`src/rtl/hazard_pkg.sv`:
```
// -----------------------------------------------------------------------------
// hazard_pkg
// Shared types and constants for the hazard scoreboard.
//   REG_W_DEF   : default register address width
//   REG_W_MAX   : widest register address an entry can hold (dest zero-extended)
//   FWD_REGFILE : forwarding select meaning "take the register-file value"
//   entry_t     : one tracked in-flight instruction {valid, dest, is_load}
// -----------------------------------------------------------------------------
package hazard_pkg;

    localparam int REG_W_DEF   = 5;
    localparam int REG_W_MAX   = 16;
    localparam int FWD_REGFILE = 0;

    typedef struct packed {
        logic                 valid;
        logic [REG_W_MAX-1:0] dest;
        logic                 is_load;
    } entry_t;

endpackage

```
`src/rtl/hazard_scoreboard_if.sv`:
```
// -----------------------------------------------------------------------------
// hazard_scoreboard_if
// ID-stage request and EX-stage response bundle for the hazard scoreboard.
//   master : pipeline control side (drives hold/flush and the ID instruction)
//   slave  : scoreboard side (returns stall and registered EX forwarding info)
// Signals: hold, flush, id_valid, id_rs, id_rt, id_rs_used, id_rt_used, id_rd,
//          id_reg_write, id_is_load -> ; <- stall, ex_fwd_a, ex_fwd_b, ex_valid
// -----------------------------------------------------------------------------
interface hazard_scoreboard_if
    import hazard_pkg::*;
#(
    parameter int REG_W = REG_W_DEF,
    parameter int SEL_W = 2
);
    logic             hold;
    logic             flush;
    logic             id_valid;
    logic [REG_W-1:0] id_rs;
    logic [REG_W-1:0] id_rt;
    logic             id_rs_used;
    logic             id_rt_used;
    logic [REG_W-1:0] id_rd;
    logic             id_reg_write;
    logic             id_is_load;
    logic             stall;
    logic [SEL_W-1:0] ex_fwd_a;
    logic [SEL_W-1:0] ex_fwd_b;
    logic             ex_valid;

    modport master (
        output hold, flush, id_valid, id_rs, id_rt, id_rs_used, id_rt_used,
               id_rd, id_reg_write, id_is_load,
        input  stall, ex_fwd_a, ex_fwd_b, ex_valid
    );

    modport slave (
        input  hold, flush, id_valid, id_rs, id_rt, id_rs_used, id_rt_used,
               id_rd, id_reg_write, id_is_load,
        output stall, ex_fwd_a, ex_fwd_b, ex_valid
    );

endinterface

```
`src/rtl/hazard_src_match.sv`:
```
// -----------------------------------------------------------------------------
// hazard_src_match
// Combinational youngest-match priority encoder for one source operand.
//   i_ent     : tracked entries, index 0 = EX (youngest)
//   i_src     : source register (zero-extended)
//   i_used    : source is actually read
//   o_hit     : some valid entry writes i_src (register 0 never hits)
//   o_pos     : EX-time position k+1 of the youngest matching entry
//   o_is_load : youngest matching entry is a load
// -----------------------------------------------------------------------------
module hazard_src_match
    import hazard_pkg::*;
#(
    parameter int DEPTH = 3,
    parameter int POS_W = 2
) (
    input  entry_t [DEPTH-1:0]     i_ent,
    input  logic   [REG_W_MAX-1:0] i_src,
    input  logic                   i_used,
    output logic                   o_hit,
    output logic   [POS_W-1:0]     o_pos,
    output logic                   o_is_load
);

    // Scan oldest to youngest so the lowest matching index is written last.
    always_comb begin
        o_hit     = 1'b0;
        o_pos     = '0;
        o_is_load = 1'b0;
        if (i_used && (i_src != '0)) begin
            for (int k = DEPTH - 1; k >= 0; k--) begin
                if (i_ent[k].valid && (i_ent[k].dest == i_src)) begin
                    o_hit     = 1'b1;
                    o_pos     = POS_W'(k + 1);
                    o_is_load = i_ent[k].is_load;
                end
            end
        end
    end

endmodule

```
`src/rtl/hazard_scoreboard.sv`:
```
// -----------------------------------------------------------------------------
// hazard_scoreboard
// Tracks destinations of in-flight instructions (EX onward) and produces the
// load-use stall for ID plus registered per-operand forwarding selects for EX.
//   clk, rst  : clock, synchronous active-high reset (overrides hold/flush)
//   bus       : hazard_scoreboard_if.slave (ID request, stall, EX selects)
//   stall_cnt : saturating stall-cycle counter   (HAZARD_PERF_CNT_EN only)
//   fwd_cnt   : saturating forwarded-issue count (HAZARD_PERF_CNT_EN only)
// Select encoding: 0 = regfile, p = value from pipeline register at position p.
// Optional feature macro: HAZARD_PERF_CNT_EN
// -----------------------------------------------------------------------------
module hazard_scoreboard
    import hazard_pkg::*;
#(
    parameter int DEPTH    = 3,
    parameter int REG_W    = REG_W_DEF,
    parameter int LOAD_LAT = 2,
    parameter int SEL_W    = $clog2(DEPTH)
) (
    input  logic                clk,
    input  logic                rst,
`ifdef HAZARD_PERF_CNT_EN
    output logic [31:0]         stall_cnt,
    output logic [31:0]         fwd_cnt,
`endif
    hazard_scoreboard_if.slave  bus
);

    // Position DEPTH never forwards but must still be representable.
    localparam int POS_W = $clog2(DEPTH + 1);

    entry_t [DEPTH-1:0] r_ent;
    logic   [SEL_W-1:0] r_fwd_a;
    logic   [SEL_W-1:0] r_fwd_b;
    logic               r_ex_valid;

    logic   [REG_W-1:0] w_rs;
    logic   [REG_W-1:0] w_rt;
    logic   [REG_W-1:0] w_rd;
    logic               w_a_hit, w_a_ld, w_b_hit, w_b_ld;
    logic   [POS_W-1:0] w_a_pos, w_b_pos;
    logic   [SEL_W-1:0] w_sel_a, w_sel_b;
    logic               w_a_lu, w_b_lu;
    logic               w_stall;
    logic               w_issue;
    entry_t             w_new;

    assign w_rs = bus.id_rs;
    assign w_rt = bus.id_rt;
    assign w_rd = bus.id_rd;

    hazard_src_match #(.DEPTH(DEPTH), .POS_W(POS_W)) u_match_rs (
        .i_ent     (r_ent),
        .i_src     (REG_W_MAX'(w_rs)),
        .i_used    (bus.id_rs_used),
        .o_hit     (w_a_hit),
        .o_pos     (w_a_pos),
        .o_is_load (w_a_ld)
    );

    hazard_src_match #(.DEPTH(DEPTH), .POS_W(POS_W)) u_match_rt (
        .i_ent     (r_ent),
        .i_src     (REG_W_MAX'(w_rt)),
        .i_used    (bus.id_rt_used),
        .o_hit     (w_b_hit),
        .o_pos     (w_b_pos),
        .o_is_load (w_b_ld)
    );

    // The last entry is written back this cycle; the regfile write-through
    // already supplies it, so only positions up to DEPTH-1 forward.
    assign w_sel_a = (w_a_hit && (w_a_pos <= POS_W'(DEPTH - 1))) ? SEL_W'(w_a_pos)
                                                                 : SEL_W'(FWD_REGFILE);
    assign w_sel_b = (w_b_hit && (w_b_pos <= POS_W'(DEPTH - 1))) ? SEL_W'(w_b_pos)
                                                                 : SEL_W'(FWD_REGFILE);

    // Load data is not available before position LOAD_LAT.
    assign w_a_lu  = w_a_hit && w_a_ld && (w_a_pos < POS_W'(LOAD_LAT));
    assign w_b_lu  = w_b_hit && w_b_ld && (w_b_pos < POS_W'(LOAD_LAT));

    // Flush beats stall; hold masks stall so the frozen pipe sees no bubble.
    assign w_stall = !bus.hold && bus.id_valid && !bus.flush && (w_a_lu || w_b_lu);
    assign w_issue = bus.id_valid && !w_stall && !bus.flush;

    assign w_new = '{valid:   w_issue && bus.id_reg_write,
                     dest:    REG_W_MAX'(w_rd),
                     is_load: bus.id_is_load};

    always_ff @(posedge clk) begin
        if (rst) begin
            r_ent      <= '0;
            r_fwd_a    <= '0;
            r_fwd_b    <= '0;
            r_ex_valid <= 1'b0;
        end else if (!bus.hold) begin
            r_ent      <= {r_ent[DEPTH-2:0], w_new};
            r_fwd_a    <= w_issue ? w_sel_a : SEL_W'(FWD_REGFILE);
            r_fwd_b    <= w_issue ? w_sel_b : SEL_W'(FWD_REGFILE);
            r_ex_valid <= w_issue;
        end
    end

    assign bus.stall    = w_stall;
    assign bus.ex_fwd_a = r_fwd_a;
    assign bus.ex_fwd_b = r_fwd_b;
    assign bus.ex_valid = r_ex_valid;

`ifdef HAZARD_PERF_CNT_EN
    logic [31:0] r_stall_cnt;
    logic [31:0] r_fwd_cnt;

    always_ff @(posedge clk) begin
        if (rst) begin
            r_stall_cnt <= '0;
            r_fwd_cnt   <= '0;
        end else if (!bus.hold) begin
            if (w_stall && (r_stall_cnt != '1))
                r_stall_cnt <= r_stall_cnt + 32'd1;
            if (w_issue && ((w_sel_a != '0) || (w_sel_b != '0)) && (r_fwd_cnt != '1))
                r_fwd_cnt <= r_fwd_cnt + 32'd1;
        end
    end

    assign stall_cnt = r_stall_cnt;
    assign fwd_cnt   = r_fwd_cnt;
`endif

endmodule

```
`src/flat_wrapper.sv`:
```
// flat-port wrapper written by rule: the top's interface ports become plain ports
module hazard_scoreboard_flat import hazard_pkg::*;
#(
    parameter int DEPTH    = 3,
    parameter int REG_W    = REG_W_DEF,
    parameter int LOAD_LAT = 2,
    parameter int SEL_W    = $clog2(DEPTH)
)
  (clk, rst, bus_hold, bus_flush, bus_id_valid, bus_id_rs, bus_id_rt, bus_id_rs_used, bus_id_rt_used, bus_id_rd, bus_id_reg_write, bus_id_is_load, bus_stall, bus_ex_fwd_a, bus_ex_fwd_b, bus_ex_valid);
  hazard_scoreboard_if #(.REG_W(REG_W), .SEL_W(SEL_W)) bus_i ();
  input  logic clk;
  input  logic rst;
  input wire logic [$bits(bus_i.hold)-1:0] bus_hold;
  input wire logic [$bits(bus_i.flush)-1:0] bus_flush;
  input wire logic [$bits(bus_i.id_valid)-1:0] bus_id_valid;
  input wire logic [$bits(bus_i.id_rs)-1:0] bus_id_rs;
  input wire logic [$bits(bus_i.id_rt)-1:0] bus_id_rt;
  input wire logic [$bits(bus_i.id_rs_used)-1:0] bus_id_rs_used;
  input wire logic [$bits(bus_i.id_rt_used)-1:0] bus_id_rt_used;
  input wire logic [$bits(bus_i.id_rd)-1:0] bus_id_rd;
  input wire logic [$bits(bus_i.id_reg_write)-1:0] bus_id_reg_write;
  input wire logic [$bits(bus_i.id_is_load)-1:0] bus_id_is_load;
  output wire logic [$bits(bus_i.stall)-1:0] bus_stall;
  output wire logic [$bits(bus_i.ex_fwd_a)-1:0] bus_ex_fwd_a;
  output wire logic [$bits(bus_i.ex_fwd_b)-1:0] bus_ex_fwd_b;
  output wire logic [$bits(bus_i.ex_valid)-1:0] bus_ex_valid;
  assign bus_i.hold = bus_hold;
  assign bus_i.flush = bus_flush;
  assign bus_i.id_valid = bus_id_valid;
  assign bus_i.id_rs = bus_id_rs;
  assign bus_i.id_rt = bus_id_rt;
  assign bus_i.id_rs_used = bus_id_rs_used;
  assign bus_i.id_rt_used = bus_id_rt_used;
  assign bus_i.id_rd = bus_id_rd;
  assign bus_i.id_reg_write = bus_id_reg_write;
  assign bus_i.id_is_load = bus_id_is_load;
  assign bus_stall = bus_i.stall;
  assign bus_ex_fwd_a = bus_i.ex_fwd_a;
  assign bus_ex_fwd_b = bus_i.ex_fwd_b;
  assign bus_ex_valid = bus_i.ex_valid;
  hazard_scoreboard #(.DEPTH(DEPTH), .REG_W(REG_W), .LOAD_LAT(LOAD_LAT), .SEL_W(SEL_W)) u_core (.clk(clk), .rst(rst), .bus(bus_i));
endmodule
```
`config.mk`:
```
export PLATFORM = sky130hd
export DESIGN_NAME = hazard_scoreboard_flat
export DESIGN_NICKNAME = d
export VERILOG_FILES = /design/src/rtl/hazard_pkg.sv /design/src/rtl/hazard_scoreboard_if.sv /design/src/rtl/hazard_src_match.sv /design/src/rtl/hazard_scoreboard.sv /design/src/flat_wrapper.sv
export SDC_FILE = /design/constraint.sdc
export NUM_CORES = 1
export LEC_CHECK = 0
export CORE_ASPECT_RATIO = 0.6
export CORE_UTILIZATION = 51
export CTS_BUF_LIST = sky130_fd_sc_hd__clkbuf_8 sky130_fd_sc_hd__clkbuf_16
export CTS_CLUSTER_SIZE = 16
export DETAILED_ROUTE_END_ITERATION = 8
export GPL_TIMING_DRIVEN = 1
export PLACE_DENSITY = 0.8
export SETUP_SLACK_MARGIN = 0.02
export SLEW_MARGIN = 40
export SYNTH_ARGS = -nofsm -noshare
export SYNTH_HDL_FRONTEND = slang
export SYNTH_HIERARCHICAL = 1
export SYNTH_SLANG_ARGS = --single-unit
```
`constraint.sdc`:
```
create_clock -name clk -period 3.24 [get_ports clk]
set_input_delay 0.648 -clock clk [delete_from_list [all_inputs] [get_ports clk]]
set_output_delay 0.648 -clock clk [all_outputs]
set_load 0.01 [all_outputs]
```
==> flow_metrics.tcl <==
set metrics [dict create \
    finalCritPeriodShare_pct 114 \
    cts.sinks 26 \
    cts_tree "built" \
    violations "negative setup slack" \
    rows 18 \
    clk_pin_slew_ns 0.10 \
    cap_violations 0 \
    cts-root-buf "clkbuf_8" \
    cp-start-kind "input pin" \
    timing.fmax_ghz 0.270 \
    ys_top_cells_by_count "44 x xor2_1, 40 x xnor2_1, 26 x dfxtp_1, 22 x nor4_1" \
    vias_per_cell 5.38 \
    die_y_um 54.8 \
    numCtsBuffers 3 \
    grt_max_degree 23 \
    slowest_delay_ns 0.42 \
    worstMarginPinSlew_ns 0.606 \
    clock_path_buffers 2 \
    vias 3173 \
    gp_congestion 0.927 \
    antenna_cells 0 \
    synth_ff_type "dfxtp_1" \
    insertion_delay_ns 0.29 \
    clkPwrFrac_pct 24.6 \
    setup.worst_path.end_class "output port" \
    fin_total_pwr_mw 0.903 \
    required_ns 2.59 \
    period_needed_ns 3.71 \
    netlist_instances 283 \
    worstPathCellList "dlygate4sd2_1 -> buf_4 -> xnor2_1 -> nand4_1 -> nor3_1 -> nand2_1 -> a31oi_4 -> nor2b_4 -> a22oi_2 -> nor4b_2 -> buf_2" \
    rsz0062_at_grt "yes" \
    grt.overflow.total 0 \
    dieArea_sq_mm 0.00493 \
    synth_area_sq_mm 0.00237 \
    p_seq_share_pct 38.4 \
    fin_util_pct 93.9 \
    wire_per_inst_um 19.0 \
    power.density_mw_per_mm2 225 \
    pin_count 30 \
    synth.most_common_cell "xor2_1" \
    path_class "in2out" \
    dp_hpwl_um 5380 \
    yosysSeqAreaShare_pct 22.0 \
    peakVddDrop_v 0.000153 \
    clock_skew_ns 0.0128 \
    syn_area_per_cell_sq_um 8.37 \
    syn2layout_area_growth_pct 69.5 \
    ys_warn_count 6 \
    crit_path_max_fanout 4 \
    p_leak_nw 1.89 \
    switching_share_pct 35.5 \
    drc 0 \
    comb_power_share_pct 37.0 \
    yosys.area.top_type "dfxtp_1" \
    synth.distinct_cells 36 \
    io_buffers 29 \
    p_int_mw 0.582 \
    ant_nets 0 \
    cts_hold_buffers 0 \
    final_nets 555 \
    antenna_found_initial 0 \
    finalSetupViolations 1 \
    critical_path.slowest_cell "nor3_1" \
    synth_top_area_share_pct 22.0 \
    start_util_pct 55.4 \
    drt_iter0_markers 429 \
    grt_pass1_wl_um 12700 \
    layout_setup_ws_ns -0.466 \
    min_path_type "reg2reg" \
    synth-edff-count 0 \
    finalWirelength_um 11200 \
    grt_use_total_pct 34.1 \
    crit_arrival_ns 3.06 \
    synth.area.top_cells "dfxtp_1 22%, xor2_1 16%, xnor2_1 15%" \
    ys_ff_latch 26 \
    drive_gt1_share_pct 19.8 \
    async_reset_ff_share_pct 0 \
    holdWs_ns 0.489 \
    grt_pass1_vias 2753 \
    report.final.slew_viol_count 0 \
    drtPass1Iterations 6 \
    dieWidth_um 90 \
    htreeDepth 1 \
    coreArea_sq_mm 0.00428 \
    status "finished with violations" \
    hold_viol 0 \
    power_switching_mw 0.321 \
    relSlewSlack_pct 59.5 \
]
-- logic make-up after synthesis --
kind of cell / synth area share, %
flops: 22.0
xor+xnor: 31.0
mux: 8.45
compound gates: 11.6
other cells: 0.158
buf+inv: 3.17
simple gates: 23.6
-- final timing paths --
kind                            start                     end  slack (ns)  cells past startpoint
hold reg to reg   u_core/bus.ex_valid     u_core/bus.ex_valid        0.49                      1
setup / recovery         bus_id_rs[1]               bus_stall       -0.47                     11
setup reg to reg     u_core/r_ent[23]  u_core/bus.ex_fwd_a[1]        0.16                     10
hold / removal    u_core/bus.ex_valid     u_core/bus.ex_valid        0.49                      1
-- through the flow --
stage	instances	setup TNS [ns]	cell area, sq um	worst slack, ns
after floorplan	450	0	3020	0.0228
after global placement	570	-2.12	3630	-0.984
after detailed placement	570	-2.75	3630	-1.06
after CTS	584	-0.271	3860	-0.271
after global routing	590	-0.665	4020	-0.588
final	590	-0.466	4020	-0.466
-- worst max-delay path: cells and delay by family --
kind,cells,cell delay (ns)
XOR/XNOR,1,0.17
buffers and inverters,3,0.62
AND/OR/NAND/NOR,5,1.28
AO/OA/AOI/OAI,2,0.33
-- layout make-up --
type | instances | area (sq um)
multi-input cells | 405 | 2650
repair buffers | 81 | 667
inverters | 14 | 52.6
clock buffers | 4 | 55.1
fillers | 137 | 262
well taps | 60 | 75.1
flip-flops and latches | 26 | 522
-- power by group through the flow --
stage	sequential, mW	clock, mW	combinational [mW]
3_5_place_dp	0.350	0	0.237
2_1_floorplan	0.345	0	0.165
4_1_cts	0.343	0.210	0.252
6_report	0.347	0.222	0.334
3_3_place_gp	0.350	0	0.234
5_1_grt	0.347	0.237	0.351
-- metal layers --
layer	vias up	part of all wire (%)	global-route usage, %
met5	-	0	0
met4	0	7.4	22.0
met3	103	12	5.42
met2	309	43	62.2
met1	1415	38	39.4
li1	1346	-	-
-- timing repair --
item / 4_1_cts / 5_1_grt
buffers inserted: 10 / 6
pin swaps: 16 / 19
gates resized for setup: 42 / 35
setup endpoints to repair: 6 / 1
gates cloned: 0 / 0
endpoints found under the hold margin: 0 / 0
-- cell usage in the layout (no fill, tap or decap), drive strengths merged, types with 10 or more instances in the layout --
| cell type | instances |
|---|---|
| nor2 | 20 |
| xnor2 | 40 |
| clkdlybuf4s50 | 18 |
| conb | 168 |
| mux2i | 20 |
| inv | 14 |
| nor4 | 22 |
| nand2 | 12 |
| dfxtp | 26 |
| buf | 57 |
| nand4 | 10 |
| xor2 | 44 |
-- flip-flops by register name, summed over array words and instances (netlist names) --
signal and cells:
u_core/r_ent 21, u_core/bus.ex_fwd_a 2, u_core/bus.ex_fwd_b 2, u_core/bus.ex_valid 1
(Power assumes the default switching activity.)
